### src/rtl/fetch_stage_pkg.sv
// rtl/fetch_stage_pkg.sv - shared pipeline constants and fetch FSM encoding
package fetch_stage_pkg;

    localparam logic [31:0] NOP_INSTR = 32'h0000_0000;
    localparam logic [31:0] RESET_PC  = 32'h0000_0000;
    localparam logic [5:0]  OP_COP1   = 6'h11;

    typedef enum logic {
        ST_REQ  = 1'b0,
        ST_HOLD = 1'b1
    } fetch_state_t;

    // Register specifier tagged with a COP1 bit so FP and integer registers never alias
    function automatic logic [5:0] reg_spec(input logic [31:0] instr, input logic [4:0] field);
        return {instr[31:26] == OP_COP1, field};
    endfunction

endpackage

### src/rtl/fetch_stage_if_id_reg.sv
// rtl/fetch_stage_if_id_reg.sv - IF/ID pipeline register with enable, flush and valid bit
module if_id_reg #(
    parameter logic [31:0] NOP_INSTR = fetch_stage_pkg::NOP_INSTR
) (
    input  logic        clk,
    input  logic        rst,
    input  logic        enable,
    input  logic        flush,
    input  logic [31:0] instr_in,
    input  logic [31:0] pc_plus4_in,
    input  logic        valid_in,
    output logic [31:0] instr,
    output logic [31:0] pc_plus4,
    output logic        valid
);

    always_ff @(posedge clk or posedge rst) begin
        if (rst) begin
            instr    <= NOP_INSTR;
            pc_plus4 <= 32'h0;
            valid    <= 1'b0;
        end else if (flush) begin
            instr    <= NOP_INSTR;
            pc_plus4 <= 32'h0;
            valid    <= 1'b0;
        end else if (enable) begin
            instr    <= instr_in;
            pc_plus4 <= pc_plus4_in;
            valid    <= valid_in;
        end
    end

endmodule

### src/rtl/fetch_stage.sv
// rtl/fetch_stage.sv - PC register, fetch request FSM and IF/ID loading
module fetch_stage
    import fetch_stage_pkg::fetch_state_t;
    import fetch_stage_pkg::ST_REQ;
    import fetch_stage_pkg::ST_HOLD;
    import fetch_stage_pkg::reg_spec;
#(
    parameter logic [31:0] RESET_PC  = fetch_stage_pkg::RESET_PC,
    parameter logic [31:0] NOP_INSTR = fetch_stage_pkg::NOP_INSTR
) (
    input  logic        clk,
    input  logic        reset,
    input  logic        PC_Write,
    input  logic        IF_ID_Write,
    input  logic        branch_taken,
    input  logic [31:0] branch_target,
    output logic        imem_req,
    output logic [31:0] imem_addr,
    input  logic        imem_ack,
    input  logic [31:0] imem_rdata,
    output logic [31:0] IF_ID_instr,
    output logic [31:0] IF_ID_PC_plus4,
    output logic        IF_ID_valid,
    output logic [5:0]  IF_ID_RS,
    output logic [5:0]  IF_ID_RT
);

    fetch_state_t state, state_next;
    logic [31:0]  pc, pc_next, pc_plus4;
    logic [31:0]  buffer, buffer_next;
    logic         id_enable;
    logic [31:0]  id_instr;
    logic         id_valid;
    logic         word_loaded;

    assign pc_plus4  = pc + 32'd4;
    assign imem_addr = pc;
    assign imem_req  = (state == ST_REQ) && !reset;

    always_comb begin
        state_next  = state;
        pc_next     = pc;
        buffer_next = buffer;
        id_enable   = 1'b0;
        id_instr    = NOP_INSTR;
        id_valid    = 1'b0;
        word_loaded = 1'b0;
        if (branch_taken) begin
            // Redirect wins over stalls and acks; the parked word belongs to the wrong path
            state_next  = ST_REQ;
            pc_next     = {branch_target[31:2], 2'b00};
            buffer_next = 32'h0;
        end else begin
            case (state)
                ST_REQ: begin
                    if (IF_ID_Write) begin
                        id_enable   = 1'b1;
                        id_instr    = imem_ack ? imem_rdata : NOP_INSTR;
                        id_valid    = imem_ack;
                        word_loaded = imem_ack;
                    end else if (imem_ack) begin
                        buffer_next = imem_rdata;
                        state_next  = ST_HOLD;
                    end
                end
                ST_HOLD: begin
                    if (IF_ID_Write) begin
                        id_enable   = 1'b1;
                        id_instr    = buffer;
                        id_valid    = 1'b1;
                        word_loaded = 1'b1;
                        state_next  = ST_REQ;
                    end
                end
                default: state_next = ST_REQ;
            endcase
            if (word_loaded && PC_Write) begin
                pc_next = pc_plus4;
            end
        end
    end

    always_ff @(posedge clk or posedge reset) begin
        if (reset) begin
            state  <= ST_REQ;
            pc     <= RESET_PC;
            buffer <= 32'h0;
        end else begin
            state  <= state_next;
            pc     <= pc_next;
            buffer <= buffer_next;
        end
    end

    if_id_reg #(.NOP_INSTR(NOP_INSTR)) u_if_id (
        .clk         (clk),
        .rst         (reset),
        .enable      (id_enable),
        .flush       (branch_taken),
        .instr_in    (id_instr),
        .pc_plus4_in (pc_plus4),
        .valid_in    (id_valid),
        .instr       (IF_ID_instr),
        .pc_plus4    (IF_ID_PC_plus4),
        .valid       (IF_ID_valid)
    );

    assign IF_ID_RS = reg_spec(IF_ID_instr, IF_ID_instr[25:21]);
    assign IF_ID_RT = reg_spec(IF_ID_instr, IF_ID_instr[20:16]);

endmodule
### config.mk
export PLATFORM = sky130hd
export DESIGN_NAME = fetch_stage
export DESIGN_NICKNAME = d
export VERILOG_FILES = /design/src/rtl/fetch_stage_pkg.sv /design/src/rtl/fetch_stage_if_id_reg.sv /design/src/rtl/fetch_stage.sv
export SDC_FILE = /design/constraint.sdc
export NUM_CORES = 1
export LEC_CHECK = 0
export ABC_CLOCK_PERIOD_IN_PS = 4700
export CAP_MARGIN = 10
export CORE_UTILIZATION = 45
export DETAILED_ROUTE_END_ITERATION = 8
export GPL_TIMING_DRIVEN = 1
export PLACE_DENSITY = 0.82
export SYNTH_ARGS = -nofsm -noshare
export SYNTH_HDL_FRONTEND = slang
export SYNTH_SLANG_ARGS = --single-unit
### constraint.sdc
create_clock -name clk -period 4.7 [get_ports clk]
set_input_delay 0.94 -clock clk [delete_from_list [all_inputs] [get_ports clk]]
set_output_delay 0.94 -clock clk [all_outputs]
set_load 0.01 [all_outputs]
# Yosys cells after proc, flatten, opt, wreduce, memory -nomap -nowiden
# Index checks and enable logic that the tools add are counted.
# W data, S select, Z words.
# op_classes
n_eq_ne	3
div_mod_pow	0
reduce_logical	7
mul	0
addsub	1
muxes	26
shifts	0
bitwise	1
magnitude_cmp	0
# op_table
operator	n
$mux W32	13
$pmux W32 S2	1
$add A32 B3 Y32 const B	1
$mux W1	10
$eq A6 B5 Y1 const B	1
$reduce_bool A2 Y1	3
$pmux W1 S2	2
$reduce_and A3 Y1	1
$logic_and A1 B1 Y1	2
$ne A2 B1 Y1 const B	1
$ne A2 B2 Y1 const B	1
$logic_not A1 Y1	1
$not A1 Y1	1
# totals
latchBits	0
n_memories	0
elab_cells	44
input_bits	70
romBits	0
ram_bits	0
output_inout_bits	110
regBits	130

# Longest topological paths before layout
# Gate-level depths: netlist (run 1).
# logic_depth
word_depth	6
ltp_mapped	7

# Hierarchy
# A second synthesis (run 1) with hierarchy kept.
# unflattened
hier_cells	762
hier_area_um2	6835.3
# by_module_without_submodules
module	seq_area_each_um2	area_each_um2	instances	cells_each
fetch_stage	1576.5	4164.0	1	552
if_id_reg	1626.6	2671.3	1	210

# Worst setup path before layout (run 1)
# Ideal clock, no wire load.
# synth_timing
kind	input to register
from	in IF_ID_Write
to	reg pc[31], in the netlist imem_addr[31]
arrival_ns	2.627
path_stages	6
setup_slack_ns	1.991
path_buffers	2
path_cell_list	buf_2 o211ai_1 or4_1 buf_2 or4_1 a31oi_1
# synth_between
elab_chain_cells	5
word_cells_on_any_way	6
cone_classes	4 x mux; 2 x reduce/logical
# synth_rtl
element	line_no	text
start: declaration	fetch_stage.sv:14	input logic IF_ID_Write,
$mux W1, on equally long branches	fetch_stage.sv:67, fetch_stage.sv:56	
$pmux W1 S2 *	fetch_stage.sv:54	case (state)
$mux W1 *	fetch_stage.sv:48	if (branch_taken) begin
$logic_and A1 B1 Y1 *	fetch_stage.sv:77	if (word_loaded && PC_Write) begin
$reduce_bool A2 Y1 (no line) *	--	
end signal: assignment	fetch_stage.sv:90	pc <= pc_next;
end: declaration	fetch_stage.sv:29	logic [31:0] pc, pc_next, pc_plus4;
# Mark *: on every way between the ends. The rest lies on a longest branch, timed or not. The select of a mux whose other input is x is not followed.
# A chain may end at the register's enable or synchronous reset.

# Worst setup path in the final report (run 1)
# layout_timing
from	reg u_if_id.instr[28]
to	out IF_ID_RS[5]
# layout_between
elab_chain_cells	1
# layout_rtl
element	line_no	text
start: declaration	fetch_stage_if_id_reg.sv:12	output logic [31:0] instr,
start signal: assignment	fetch_stage_if_id_reg.sv:27	instr <= instr_in;
$eq A6 B5 Y1	fetch_stage_pkg.sv:15	return {instr[31:26] == OP_COP1, field};
end: declaration	fetch_stage.sv:24	output logic [5:0] IF_ID_RS,
# Every way passes these cells.

==> implementation parameters, run 1 <==
Parameter                              Value

Critical path
  Startpoint types ... flip-flop
  Nature of the critical path endpoint ... output pin
  Worst setup path startpoint ... u_if_id.instr[28]
  Data required time of the critical path ... 3.76 ns
  R2R Path Start ... imem_addr[5]
  CP Class ... reg2out
  Max Fanout on Critical Path ... 3
  Data arrival time of the worst path ... 2.37 ns

Cells and area
  Antenna Cells ... 0
  Final nets ... 829
  Commonest cells after routing, fill and taps aside ... sky130_fd_sc_hd__clkdlybuf4s50_1 (173), sky130_fd_sc_hd__dfrtp_1 (127), sky130_fd_sc_hd__nor2_1 (82), sky130_fd_sc_hd__nor3_1 (40), sky130_fd_sc_hd__nand2_1 (33)
  Number of standard cells in the layout, taps in and fillers out ... 947
  FILL cells ... 1022
  Signed area change from the synthesized netlist to the final layout ... 38.5%
  Share of post-route cells with drive strength above 1 ... 0.0700
  Leading cell type in the layout, fill and taps excluded ... sky130_fd_sc_hd__clkdlybuf4s50_1

Global route
  Maximum number of pins on one net before global-route repair ... 101
  Tot GR Track Use ... 0.261
  Number of antenna violations at the first check in global routing ... 0
  Number of global-route vias before repair ... 5548
  Wire length of the first global-routing pass ... 29100 um
  Global-route congestion overflow total ... 0

CTS
  Number of H-tree levels ... 4
  Root cell of the clock tree ... sky130_fd_sc_hd__clkbuf_16
  Number of buffers inserted by hold repair at cts ... 0
  Num CTS Buffers ... 17
  Skew-Pair Late Insertion Delay ... 0.42 ns
  Gates resized, CTS repair ... 0
  Maximum clock path buffer count ... 2
  Clock-pin slew on the worst setup and hold paths ... 0.05 ns
  Setup Buffers After CTS ... 0
  TritonCTS clock tree ... done
  Clock tree sinks ... 127

Routing
  Routed vias ... 5791
  Average wire per cell in the routed design ... 19.0 um
  DRC violations left ... 1
  Post-route antenna net violation count ... 0
  Via density ... 6.12
  Number of detailed-routing iterations run before antenna repair ... 7
  DRT Wirelength ... 18000 um
  First-iteration detailed-routing DRC count ... 585

STA
  Hold violation count in the final report ... 0
  Setup repair after global routing missed its margin ... false
  Setup Viol. Count Final ... 0
  Clk_skew ... 0.00834 ns
  Fmax achieved ... 0.302 GHz
  Final slew viol count ... 0
  Crit share post-route ... 0.704
  Time the worst path needs with I/O delays and setup ... 3.31 ns
  Measured slew at the worst slew-check pin ... 1.20 ns
  Sum Neg Setup Slack ... 0 ns
  Normalized max-slew margin ... 0.201

Logic synthesis
  Library cell occupying the most area in the post-synthesis netlist ... sky130_fd_sc_hd__dfrtp_1
  Number of unique standard cell types used by synthesis ... 42
  Cell count after synthesis ... 624
  Post-synthesis cell area ... 6170 um^2
  Synth warnings ... 0
  Leading post-synthesis cells by cell area ... sky130_fd_sc_hd__dfrtp_1 (52%), sky130_fd_sc_hd__nor2_1 (5.0%), sky130_fd_sc_hd__a221oi_1 (4.5%)
  Average cell area after synthesis ... 9.88 um^2
  Synthesized flop and latch total ... 127
  Async SR Flop Fraction ... 1.00
  Post-synthesis sequential area ratio ... 0.515
  Predominant post-synthesis flop cell ... sky130_fd_sc_hd__dfrtp_1
  Number of enable flip-flop cells after synthesis ... 0
  Synth top area share ... 0.515

Placed design
  Placed Cells ... 914
  Global placement routability congestion ... 0.834
  Port Buffers ... 175
  Final HPWL from detailed placement ... 11600 um

Floorplan
  Cell Rows ... 42
  I/O pin cnt ... 180
  DIE AREA ... 14200 um^2
  Height of the chip ... 119 um
  Area of the core ... 13300 um^2
  Die Width ... 119 um
  Initial standard-cell utilization of the core ... 0.464

Worst hold path
  Hold Path Class ... reg2reg
  Hold path startpoint ... buffer[0]

Pwr
  Post-layout total power ... 3.08 mW
  PD cells ... 361 nW/um^2
  Leakage power total ... 3.40 nW
  Peak supply drop ... 236 uV

Job
  Max-cap check violation count ... 0

Outcome
  Failing checks ... design-rule violations
  Result of the run ... finished, violations left
## stage by stage
stage                     hold WS (ns)  instance area, um^2  setup WS [ns]   util
after detailed placement         0.492                 7900           1.26  0.594
after floorplan                  0.473                 6170          0.376      -
after global placement           0.488                 7900           1.31  0.594
after CTS                        0.509                 8520           1.38  0.641
after global routing             0.525                 8540           1.31  0.643
final                            0.509                 8540           1.39  0.643
## report_power, final
part           switching (mW)  internal [mW]
logic                   0.236          0.249
clock network           0.483          0.863
registers              0.0847           1.17
total                   0.804           2.28
## registers in the layout, indices dropped and copies added, names as in the netlist
register	count
buffer	32
u_if_id.instr	32
u_if_id.valid	1
state	1
imem_addr	30
u_if_id.pc_plus4	31
## per-layer routing
metal,share of wire,vias to the layer above,GRT usage,routed length (um)
met5,0,-,0,0
met4,0.012,0,0.0783,223
met2,0.50,306,0.426,9100
met3,0.072,23,0.0584,1290
met1,0.41,2846,0.347,7420
li1,-,2616,-,-
## Yosys cell counts (2+ instances only)
library cell	instances
sky130_fd_sc_hd__buf_4	14
sky130_fd_sc_hd__xnor2_1	14
sky130_fd_sc_hd__nand3_1	10
sky130_fd_sc_hd__nand4_1	8
sky130_fd_sc_hd__nand2_1	33
sky130_fd_sc_hd__nor2_1	82
sky130_fd_sc_hd__a211oi_1	13
sky130_fd_sc_hd__mux2i_1	2
sky130_fd_sc_hd__nor3_1	40
sky130_fd_sc_hd__o31a_1	2
sky130_fd_sc_hd__nand2b_1	2
sky130_fd_sc_hd__or2_2	2
sky130_fd_sc_hd__o21ai_0	23
sky130_fd_sc_hd__or3_1	15
sky130_fd_sc_hd__buf_1	4
sky130_fd_sc_hd__xor2_1	8
sky130_fd_sc_hd__nor3b_1	2
sky130_fd_sc_hd__a31oi_1	11
sky130_fd_sc_hd__a221oi_1	32
sky130_fd_sc_hd__clkbuf_1	48
sky130_fd_sc_hd__a22o_1	32
sky130_fd_sc_hd__or4_1	31
sky130_fd_sc_hd__a311oi_1	16
sky130_fd_sc_hd__nand4_2	3
sky130_fd_sc_hd__inv_1	3
sky130_fd_sc_hd__dfrtp_1	127
sky130_fd_sc_hd__o31ai_1	17
sky130_fd_sc_hd__buf_2	6
sky130_fd_sc_hd__nor4_1	4
sky130_fd_sc_hd__and3_1	3
sky130_fd_sc_hd__o211ai_1	6
## final timing paths
check	endpoint	slack (ns)	cells after the start
max	IF_ID_RS[5]	1.39	3
min	buffer[0]	0.51	1
max reg2reg	u_if_id.pc_plus4[27]	1.99	4
min reg2reg	buffer[0]	0.51	1
max in group asynchronous	u_if_id.pc_plus4[28]	3.15	3
min in group asynchronous	imem_addr[6]	0.92	2
## final cells by class
type / count / area [um^2] / area share
Clock buffer: 23 / 508 / 0.0595
Clock inverter: 9 / 104 / 0.0122
Inverter: 4 / 17.5 / 0.00205
Multi-Input combinational cell: 422 / 2650 / 0.311
Sequential cell: 127 / 3180 / 0.372
Tap cell: 176 / 220 / 0.0258
Timing Repair Buffer: 186 / 1860 / 0.218
## worst max-delay path, cell delays in order (launching register included)
cell and delay (ns):
sky130_fd_sc_hd__dfrtp_1 0.40, sky130_fd_sc_hd__or4b_2 0.67, sky130_fd_sc_hd__nor3b_1 0.29, sky130_fd_sc_hd__clkdlybuf4s50_1 0.59
## cells by family (layout without fill, tap and decap cells)
kind of cell             Yosys count  after routing  synth area share
adder cells (fa/ha/maj)            1              1           0.00203
buffers and inverters             76            222            0.0560
XOR/XNOR                          22             22            0.0312
flip-flops                       127            127             0.515
AO/OA/AOI/OAI                    157            157             0.197
multiplexers                       2              2           0.00325
other                              1              2          0.000608
AND/OR/NAND/NOR                  238            238             0.195
Power figures use the tool's default switching activity.
==> inputs of run 2 (changes only) <==
--- a/config.mk
+++ b/config.mk
@@ -5,9 +5,9 @@
 export SDC_FILE = /design/constraint.sdc
 export NUM_CORES = 1
 export LEC_CHECK = 0
-export ABC_CLOCK_PERIOD_IN_PS = 4700
+export ABC_CLOCK_PERIOD_IN_PS = 2900
 export CAP_MARGIN = 10
-export CORE_UTILIZATION = 45
+export CORE_UTILIZATION = 43
 export DETAILED_ROUTE_END_ITERATION = 8
 export GPL_TIMING_DRIVEN = 1
 export PLACE_DENSITY = 0.82
==> constraint.sdc (replaced) <==
create_clock -name clk -period 2.9 [get_ports clk]
set_input_delay 0.58 -clock clk [delete_from_list [all_inputs] [get_ports clk]]
set_output_delay 0.58 -clock clk [all_outputs]
set_load 0.01 [all_outputs]
==> run 2 against run 1 <==
Effect of this change: non-clock buffer count grew 6; routed wire length rose by 2.7%; global-route usage barely moved; final cell count up 1.1%; utilization decreased by 2.4 points; sequential power up 62%; clock power increased by 70%; worst setup slack lost 1.1 ns; power increased by 66%; via count rose by 1.4%; largest power group unchanged; critical path depth grew 1; the run now ends clean.
==> implementation parameters, run 2 (same netlist as run 1, synthesis figures left out) <==
Parameter                              Value

Cells and area
  Register Area ... 3180 um^2 (unchanged)
  Signed area change from the synthesized netlist to the final layout ... 39.7%
  FILL cells ... 1122 (+9.8%)
  Top Registers ... buffer (32), u_if_id.instr (32), u_if_id.pc_plus4 (31)
  Commonest cells after routing, fill and taps aside ... sky130_fd_sc_hd__clkdlybuf4s50_1 (171), sky130_fd_sc_hd__dfrtp_1 (127), sky130_fd_sc_hd__nor2_1 (82), sky130_fd_sc_hd__nor3_1 (40), sky130_fd_sc_hd__nand2_1 (33)
  Final nets ... 835 (+0.72%)
  Share of post-route cells with drive strength above 1 ... 0.0772 (+0.00718)
  Antenna Cells ... 0 (unchanged)
  Area used by multi-input combinational logic ... 2660 um^2 (+0.19%)
  Leading cell type in the layout, fill and taps excluded ... sky130_fd_sc_hd__clkdlybuf4s50_1

Job
  Max-cap check violation count ... 0 (unchanged)

Critical path
  Buffer and inverter count on the worst path ... 0 (-1)
  Most used cell along the critical path ... sky130_fd_sc_hd__or4_1
  Startpoint types ... flip-flop
  Critical-path top delay cell ... sky130_fd_sc_hd__or4_1
  CP Class ... reg2reg
  Max Fanout on Critical Path ... 19 (+16)
  Family of cells with the greatest summed delay on the critical path ... simple AND/OR/NAND/NOR gates
  Peak per-stage delay on the critical path ... 0.87 ns (+0.20 ns)
  Critical-path cell list ... nand4_2 -> or4_1 -> or4_1 -> a311oi_1
  Nature of the critical path endpoint ... flip-flop
  Data required time of the critical path ... 3.21 ns (-0.55 ns)
  Data arrival time of the worst path ... 2.95 ns (+0.58 ns)

Global route
  Global-route congestion overflow total ... 0 (unchanged)
  Maximum number of pins on one net before global-route repair ... 128 (+27%)
  Number of global-route vias before repair ... 5706 (+2.8%)
  Tot GR Track Use ... 0.261 (about the same)
  Wire length of the first global-routing pass ... 29800 um (+2.5%)
  Number of antenna violations at the first check in global routing ... 0 (unchanged)

CTS
  Number of H-tree levels ... 4 (unchanged)
  Clock-pin slew on the worst setup and hold paths ... 0.06 ns (about the same)
  Clock tree sinks ... 127 (unchanged)
  TritonCTS clock tree ... done
  Skew-Pair Late Insertion Delay ... 0.43 ns (about the same)
  Number of buffers inserted by hold repair at cts ... 0 (unchanged)
  Maximum clock path buffer count ... 2 (unchanged)
  Root cell of the clock tree ... sky130_fd_sc_hd__clkbuf_16
  Setup Buffers After CTS ... 0 (unchanged)
  Num CTS Buffers ... 17 (unchanged)

STA
  Time the worst path needs with I/O delays and setup ... 2.65 ns
  Post-route worst hold slack ... 0.490 ns (-0.0193 ns)
  Crit share post-route ... 0.913
  Hold violation count in the final report ... 0 (unchanged)
  Measured slew at the worst slew-check pin ... 0.885 ns (-0.313 ns)
  Final slew viol count ... 0 (unchanged)
  Clk_skew ... 0.0113 ns (+0.00292 ns)
  Setup Viol. Count Final ... 0 (unchanged)
  Normalized max-slew margin ... 0.410 (+0.209)
  Setup repair after global routing missed its margin ... false
  Sum Neg Setup Slack ... 0 ns (unchanged)
  Final Worst Setup Slack ... 0.252 ns (-1.14 ns)
  Fmax achieved ... 0.378 GHz

Pwr
  Peak supply drop ... 430 uV (+83%)
  PD cells ... 595 nW/um^2 (+65%)
  Leakage power total ... 3.46 nW (+1.8%)

Routing
  DRT Wirelength ... 18500 um (+2.7%)
  Via density ... 6.13 (+0.30%)
  Post-route antenna net violation count ... 0 (unchanged)
  First-iteration detailed-routing DRC count ... 586 (+0.17%)
  Number of detailed-routing iterations run before antenna repair ... 6 (-1)
  Average wire per cell in the routed design ... 19.3 um (+1.6%)
  DRC violations left ... 0 (-1)
  Routed vias ... 5870 (+1.4%)

Placed design
  Global placement routability congestion ... 0.849 (+1.8%)
  Port Buffers ... 175 (unchanged)
  DP Worst Slack ... 0.101 ns (-1.16 ns)
  Final HPWL from detailed placement ... 11800 um (+1.7%)

Floorplan
  I/O pin cnt ... 180 (unchanged)
  Die Width ... 122 um (+2.3%)
  Height of the chip ... 122 um (+2.3%)
  DIE AREA ... 14800 um^2 (+4.6%)
  Area of the core ... 13900 um^2 (+4.8%)
  Cell Rows ... 43 (+2.4%)
  Initial standard-cell utilization of the core ... 0.443 (-0.0213)

Worst hold path
  Hold Path Class ... in2reg

Outcome
  Result of the run ... complete, no violations
run 2: cell types whose count changed in the layout (fill, tap and decap cells not counted), sizes merged, moves of 2 or more:
cell / previous run / this run
bufinv: 2 / 4
clkinvlp: 2 / 4
dlymetal6s2s: 0 / 2
inv: 4 / 2
buf: 13 / 19
clkdlybuf4s50: 173 / 171
run 2: layout make-up:
type,instances,share of cell area
sequential,127,0.369
multi-input combinational,422,0.309
inverter,4,0.00218
clock inverter,10,0.0183
clock buffer,22,0.0562
timing repair buffer,192,0.220
tap,180,0.0261
run 2: worst reg2reg max path, stage by stage (launching register included):
cell,delay (ns)
sky130_fd_sc_hd__dfrtp_1,0.52
sky130_fd_sc_hd__nand4_2,0.24
sky130_fd_sc_hd__or4_1,0.87
sky130_fd_sc_hd__or4_1,0.54
sky130_fd_sc_hd__a311oi_1,0.36
run 2: final timing paths:
check	from	end	cells after the start	slack, ns
worst max-delay path	imem_addr[9]	u_if_id.pc_plus4[25]	4	0.25
worst min-delay path	IF_ID_Write	state	2	0.49
worst max register to register	imem_addr[9]	u_if_id.pc_plus4[25]	4	0.25
worst min register to register	buffer[5]	buffer[5]	1	0.51
max in group asynchronous	reset	u_if_id.instr[11]	3	1.64
min in group asynchronous	reset	u_if_id.pc_plus4[3]	3	0.76
run 2: routing by layer:
metal | wire (um) | up-vias | global-route usage | part of all wire
met5 | 0 | - | 0 | 0
met4 | 453 | 0 | 0.114 | 0.024
met3 | 1470 | 48 | 0.0557 | 0.080
met2 | 9070 | 346 | 0.422 | 0.49
met1 | 7510 | 2858 | 0.337 | 0.41
li1 | - | 2618 | - | -
run 2: per-stage QoR:
stage / util / power (mW) / instance area (um^2) / std cells
2_1_floorplan: - / 2.41 / 6170 / 625
3_3_place_gp: 0.571 / 2.82 / 7960 / 925
3_5_place_dp: 0.571 / 2.84 / 7960 / 925
4_1_cts: 0.618 / 5.14 / 8610 / 957
5_1_grt: 0.618 / 5.32 / 8610 / 957
6_report: 0.618 / 5.13 / 8610 / 957
run 2: what timing repair did:
item	4_1_cts	5_1_grt
pin swaps	0	0
resized for setup	1	2
setup endpoints to repair	2	2
run 2: power by group:
| part | switching, mW | leakage, nW | total [mW] | internal (mW) |
|---|---|---|---|---|
| clock | 0.781 | 0.308 | 2.30 | 1.52 |
| sequential | 0.139 | 1.64 | 2.03 | 1.89 |
| combinational | 0.387 | 1.51 | 0.792 | 0.405 |
